$ cat src/rtl/vram_arb_pkg.sv
// Shared types and default geometry for the video/data RAM arbiter.
// The VGA fetcher and the memory wrapper use the same geometry.
package vram_arb_pkg;

  localparam int VRAM_ADDR_W     = 16;
  localparam int VRAM_DATA_W     = 32;
  localparam int VRAM_STARVE_LIM = 4;

  // Owner of the read whose data returns in the next cycle.
  typedef enum logic [1:0] {
    OWN_NONE = 2'd0,
    OWN_CPU  = 2'd1,
    OWN_VGA  = 2'd2
  } owner_t;

  // Counter width that holds 0..lim. A limit below 1 is clamped to a 1-bit counter.
  function automatic int cnt_width(input int lim);
    return (lim < 1) ? 1 : $clog2(lim + 1);
  endfunction

endpackage

$ cat src/rtl/vram_arb_starve_ctr.sv
// Saturating count of consecutive cycles in which the CPU lost arbitration.
// sat tells the grant logic to force a CPU grant.
module vram_arb_starve_ctr
  import vram_arb_pkg::*;
#(
  parameter int LIM = VRAM_STARVE_LIM
) (
  input  logic clk,
  input  logic rst,
  input  logic inc,
  input  logic clr,
  output logic sat
);

  localparam int CW = cnt_width(LIM);

  logic [CW-1:0] cnt;

  assign sat = (cnt == CW'(LIM));

  // A clear wins over an increment. This covers a CPU grant in the same cycle.
  always_ff @(posedge clk) begin
    if (rst) begin
      cnt <= '0;
    end else if (clr) begin
      cnt <= '0;
    end else if (inc && !sat) begin
      cnt <= cnt + CW'(1);
    end
  end

endmodule

$ cat src/rtl/vram_arbiter.sv
// Arbitrates the single-port video/data RAM between the CPU load/store unit and the
// VGA pixel fetcher. VGA wins by default. The CPU is forced in after STARVE_LIM losses.
module vram_arbiter
  import vram_arb_pkg::*;
#(
  parameter int ADDR_W     = VRAM_ADDR_W,
  parameter int DATA_W     = VRAM_DATA_W,
  parameter int STARVE_LIM = VRAM_STARVE_LIM
) (
  input  logic              clk,
  input  logic              rst,
  // Handshake: a request stays asserted with stable fields until its gnt.
  // The gnt cycle consumes the request. Dropping a request without a gnt is legal.
  input  logic              cpu_req,
  input  logic              cpu_we,
  input  logic [ADDR_W-1:0] cpu_addr,
  input  logic [DATA_W-1:0] cpu_wdata,
  output logic              cpu_gnt,
  output logic              cpu_stall,
  output logic [DATA_W-1:0] cpu_rdata,
  output logic              cpu_rvalid,
  input  logic              vga_req,
  input  logic [ADDR_W-1:0] vga_addr,
  output logic              vga_gnt,
  output logic [DATA_W-1:0] vga_rdata,
  output logic              vga_rvalid,
  output logic              mem_en,
  output logic              mem_we,
  output logic [ADDR_W-1:0] mem_addr,
  output logic [DATA_W-1:0] mem_wdata,
  input  logic [DATA_W-1:0] mem_rdata
);

  logic              starve_sat;
  logic              starve_inc;
  logic              starve_clr;
  owner_t            rd_owner;
  owner_t            rd_owner_nxt;
  logic [DATA_W-1:0] cpu_hold;
  logic [DATA_W-1:0] vga_hold;

  // Grants are combinational from the requests and registered state, and are held off in reset.
  always_comb begin
    cpu_gnt = 1'b0;
    vga_gnt = 1'b0;
    if (!rst) begin
      if (cpu_req && (!vga_req || starve_sat)) begin
        cpu_gnt = 1'b1;
      end else if (vga_req) begin
        vga_gnt = 1'b1;
      end
    end
  end

  assign cpu_stall  = cpu_req & ~cpu_gnt;
  assign starve_inc = cpu_req & vga_req & ~cpu_gnt;
  assign starve_clr = ~cpu_req | cpu_gnt;

  vram_arb_starve_ctr #(
    .LIM (STARVE_LIM)
  ) u_starve (
    .clk (clk),
    .rst (rst),
    .inc (starve_inc),
    .clr (starve_clr),
    .sat (starve_sat)
  );

  assign mem_en    = cpu_gnt | vga_gnt;
  assign mem_we    = cpu_gnt & cpu_we;
  assign mem_addr  = cpu_gnt ? cpu_addr : vga_addr;
  assign mem_wdata = cpu_wdata;

  always_comb begin
    rd_owner_nxt = OWN_NONE;
    if (cpu_gnt && !cpu_we) begin
      rd_owner_nxt = OWN_CPU;
    end else if (vga_gnt) begin
      rd_owner_nxt = OWN_VGA;
    end
  end

  always_ff @(posedge clk) begin
    if (rst) begin
      rd_owner <= OWN_NONE;
    end else begin
      rd_owner <= rd_owner_nxt;
    end
  end

  // Gating rvalid with rst drops a read that is still in flight when reset arrives.
  assign cpu_rvalid = ~rst & (rd_owner == OWN_CPU);
  assign vga_rvalid = ~rst & (rd_owner == OWN_VGA);

  always_ff @(posedge clk) begin
    if (rst) begin
      cpu_hold <= '0;
      vga_hold <= '0;
    end else begin
      if (cpu_rvalid) cpu_hold <= mem_rdata;
      if (vga_rvalid) vga_hold <= mem_rdata;
    end
  end

  // Each requester sees RAM data only in its own rvalid cycle. At other times it keeps its last word.
  assign cpu_rdata = rst ? '0 : (cpu_rvalid ? mem_rdata : cpu_hold);
  assign vga_rdata = rst ? '0 : (vga_rvalid ? mem_rdata : vga_hold);

endmodule
$ cat config.mk
export PLATFORM = sky130hd
export DESIGN_NAME = vram_arbiter
export DESIGN_NICKNAME = d
export VERILOG_FILES = /design/src/rtl/vram_arb_pkg.sv /design/src/rtl/vram_arb_starve_ctr.sv /design/src/rtl/vram_arbiter.sv
export SDC_FILE = /design/constraint.sdc
export NUM_CORES = 1
export LEC_CHECK = 0
export ABC_AREA = 0
export CORE_MARGIN = 2
export CORE_UTILIZATION = 37
export DETAILED_ROUTE_END_ITERATION = 12
export GPL_ROUTABILITY_DRIVEN = 1
export PLACE_DENSITY = 0.95
export SYNTH_ARGS = -nofsm -noshare
export SYNTH_HDL_FRONTEND = slang
export SYNTH_SLANG_ARGS = --single-unit
$ cat constraint.sdc
create_clock -name clk -period 3.2 [get_ports clk]
set_input_delay 0.32 -clock clk [delete_from_list [all_inputs] [get_ports clk]]
set_output_delay 0.32 -clock clk [all_outputs]
set_load 0.005 [all_outputs]
==> run_results.csv <==
group,metric,value,unit
setup_path,path_depth,5,
drt,wirelength,8.97,mm
drt,post_drt_wl_per_cell,15.3,um
synthesis,synth_top_area_frac,0.473,
grt,antenna_found_initial,1,
sta,tightest_slew,635,ps
grt,grt_max_degree,40,
setup_path,cpPeakStageDelay,540,ps
drt,final_antenna_net_count,0,
synthesis,yosysTopAreaCell,"dfxtp_1",
grt,gr-total-overflow,0,
drt,viasPerCell,4.77,
clock_network,cts_buffers,9,
flow_run,drv_cap,0,
setup_path,r2r-end,"cpu_hold[10]$_DFF_P_",
setup_path,worstSetupStartpointType,"input pin",
synthesis,synth_area_leaders,"dfxtp_1, nand2_1, a21oi_1",
setup_path,critPathKind,"input pin to primary output",
placed_design,gp_congestion,0.856,
drt,drtIter0Drc,132,
synthesis,ys_types,20,
floorplan,die_x,92.9,um
drt,met2_length,4.85,mm
synthesis,syn_area,0.00292,mm2
drt,wl_met1,3.27,mm
synthesis,seq_area_frac_synth,0.473,
setup_path,arrival,2380,ps
hold_path,holdPathEnd,"u_starve.cnt[0]$_SDFFE_PP0P_",
clock_network,clkLatencyLatePin,330,ps
sta,maxSlewHeadroom,0.577,
clock_network,cts_setup_buffers,0,
sta,finalCriticalPeriod,2700,ps
clock_network,cts_sinks,69,
power,p_per_area,417,mW/mm2
sta,grt_setup_unrepaired,"false",
sta,setup-violations-final,0,
setup_path,cp_num_buf_inv,2,
power,p_leak,1.59,nW
sta,fin_hold_ws,459,ps
drt,topRoutingLayerUsed,"met4",
grt,grt.total_usage,0.205,
setup_path,rrSetupSlack,1640,ps
clock_network,cts_tree,"done",
placed_design,dpl.hpwl,6.80,mm
final_layout,drive_gt1_frac,0.0954,
clock_network,cts_root_buf,"clkbuf_8",
setup_path,critPathSlowestCell,"clkdlybuf4s50_1",
sta,clock_skew,10.4,ps
drt,met3WireLength,644,um
clock_network,cts_hold_buf,0,
synthesis,ys_ff_latch,69,
floorplan,die-area,0.00862,mm2
hold_path,min_path_cells,1,
synthesis,syn_area_per_cell,8.09,um2
setup_path,cp_data_required_time,2880,ps
hold_path,hp-start,"u_starve.cnt[0]$_SDFFE_PP0P_",
sta,slew_viol_final,0,
grt,grt_pass1_wl,13.6,mm
setup_path,worst-path-max-fanout,20,
sta,fmax,371,MHz
final_layout,area_growth,53.1,%
floorplan,initial_utilization,0.380,
setup_path,endpoint_kind,"primary output",
drt,drc_errors,0,
power,max-vdd-ir-drop,223,uV
sta,hold_viol,0,
final_layout,final_nets,580,
setup_path,r2r_start,"rd_owner[1]$_SDFF_PP0_",
floorplan,dieHeight,92.9,um
placed_design,io_buffers,155,
drt,first_pass_iters,4,
setup_path,crit_chain,"clkdlybuf4s50_1 > nor2b_4 > nor2b_4 > mux2_2 > clkdlybuf4s50_1",
outcome,status,"completed",
synthesis,synth_fp_nets,464,
hold_path,min_path_type,"flip-flop to flip-flop",
setup_path,timing.critical_path.max_delay_family,"buffers and inverters",
floorplan,io_pins,220,
synthesis,yosysWarnings,0,
floorplan,row_count,32,
clock_network,cts_buffer_depth,2,
floorplan,core_area,0.00769,mm2
drt,vias,2792,
synthesis,post_synth_inst_count,361,
grt,grt_pass1_vias,2830,
setup_path,reg2regPathDepth,4,
clock_network,h-tree-depth,3,
clock_network,cts.repair.resized,0,
sta,period_share,0.843,
sta,finalSetupTns,0,ps
clock_network,path_clk_slew,70,ps
==> metrics by stage <==
stage                     utilization  std cells  instance area, um2  power, mW  setup slack (ps)
after CTS                       0.581        584                4470       1.88               510
final                           0.582        585                4470       1.87               503
after global placement          0.557        568                4280       1.20               592
after floorplan                     -        361                2920       1.05              1610
after detailed placement        0.557        568                4280       1.21               525
after global routing            0.582        585                4470       1.95               364
==> per-layer routing <==
metal  global-route usage  vias up
met1                0.210     1296
li1                     -     1352
met5                    0        -
met2                0.377      128
met3               0.0675       16
met4               0.0858        0
==> cells by family (layout without fill, tap and decap cells) <==
logic type	Yosys count	after routing	share of synthesized area
AOI/OAI and AO/OA	67	67	0.119
xor gates and xnor gates	1	1	0.00300
adders and majority gates	2	2	0.00856
buffers and inverters	61	182	0.134
DFF	69	69	0.473
muxes	16	16	0.0617
other	0	1	0
and+or+nand+nor	145	145	0.200
==> power breakdown <==
part           switching [mW]  internal [mW]
sequential            0.00846          0.886
clock                   0.316          0.355
combinational           0.115          0.184
==> cells in the final DEF, fill, tap and decap left out <==
cell / Yosys / routed
bufinv_16: 0 / 1
buf_4: 35 / 8
diode_2: 0 / 1
dfxtp_1: 69 / 69
xnor2_1: 1 / 1
clkinvlp_4: 0 / 1
a21oi_1: 64 / 64
nand2_1: 129 / 129
nor2b_2: 0 / 2
mux2_2: 16 / 16
ha_1: 2 / 2
inv_1: 3 / 3
clkdlybuf4s50_1: 0 / 154
nor2_1: 6 / 6
clkbuf_8: 0 / 9
nand2b_1: 2 / 2
clkinv_4: 0 / 1
nor2b_1: 4 / 2
and2_1: 1 / 1
buf_2: 14 / 1
clkinv_2: 0 / 4
nor2b_4: 2 / 2
and3_1: 1 / 1
a311oi_1: 2 / 2
a21boi_2: 1 / 1
==> worst max-delay path by stage <==
stage                    endpoint  slack [ps]                    startpoint
floorplan             mem_addr[0]        1610  u_starve.cnt[0]$_SDFFE_PP0P_
CTS                  mem_addr[13]         510                       cpu_req
global route        cpu_rdata[10]         360        rd_owner[1]$_SDFF_PP0_
global placement      mem_addr[0]         590                       cpu_req
finish               mem_addr[13]         500                       cpu_req
detailed placement   mem_addr[11]         520                       cpu_req
==> cell usage after synthesis, drive strengths merged <==
master  count
nor2b       6
clkbuf      6
and2        1
mux2       16
dfxtp      69
nand2     129
a21oi      64
inv         3
a21boi      1
nand2b      2
ha          2
nor2        6
xnor2       1
a311oi      2
buf        52
and3        1
==> sequential cells by signal, indices dropped and copies added (netlist names) <==
register,count
cpu_hold,32
vga_hold,32
u_starve.cnt,3
rd_owner,2
==> final cells by class <==
class	count	area [um2]
timing repair buffer	163	1610
clock inverter	7	66.3
antenna	1	2.50
clock buffer	9	124
sequential	69	1380
inverter	3	11.3
tap	102	128
fill	659	3220
multi-input combinational	231	1150
Power figures use the tool's default switching activity.
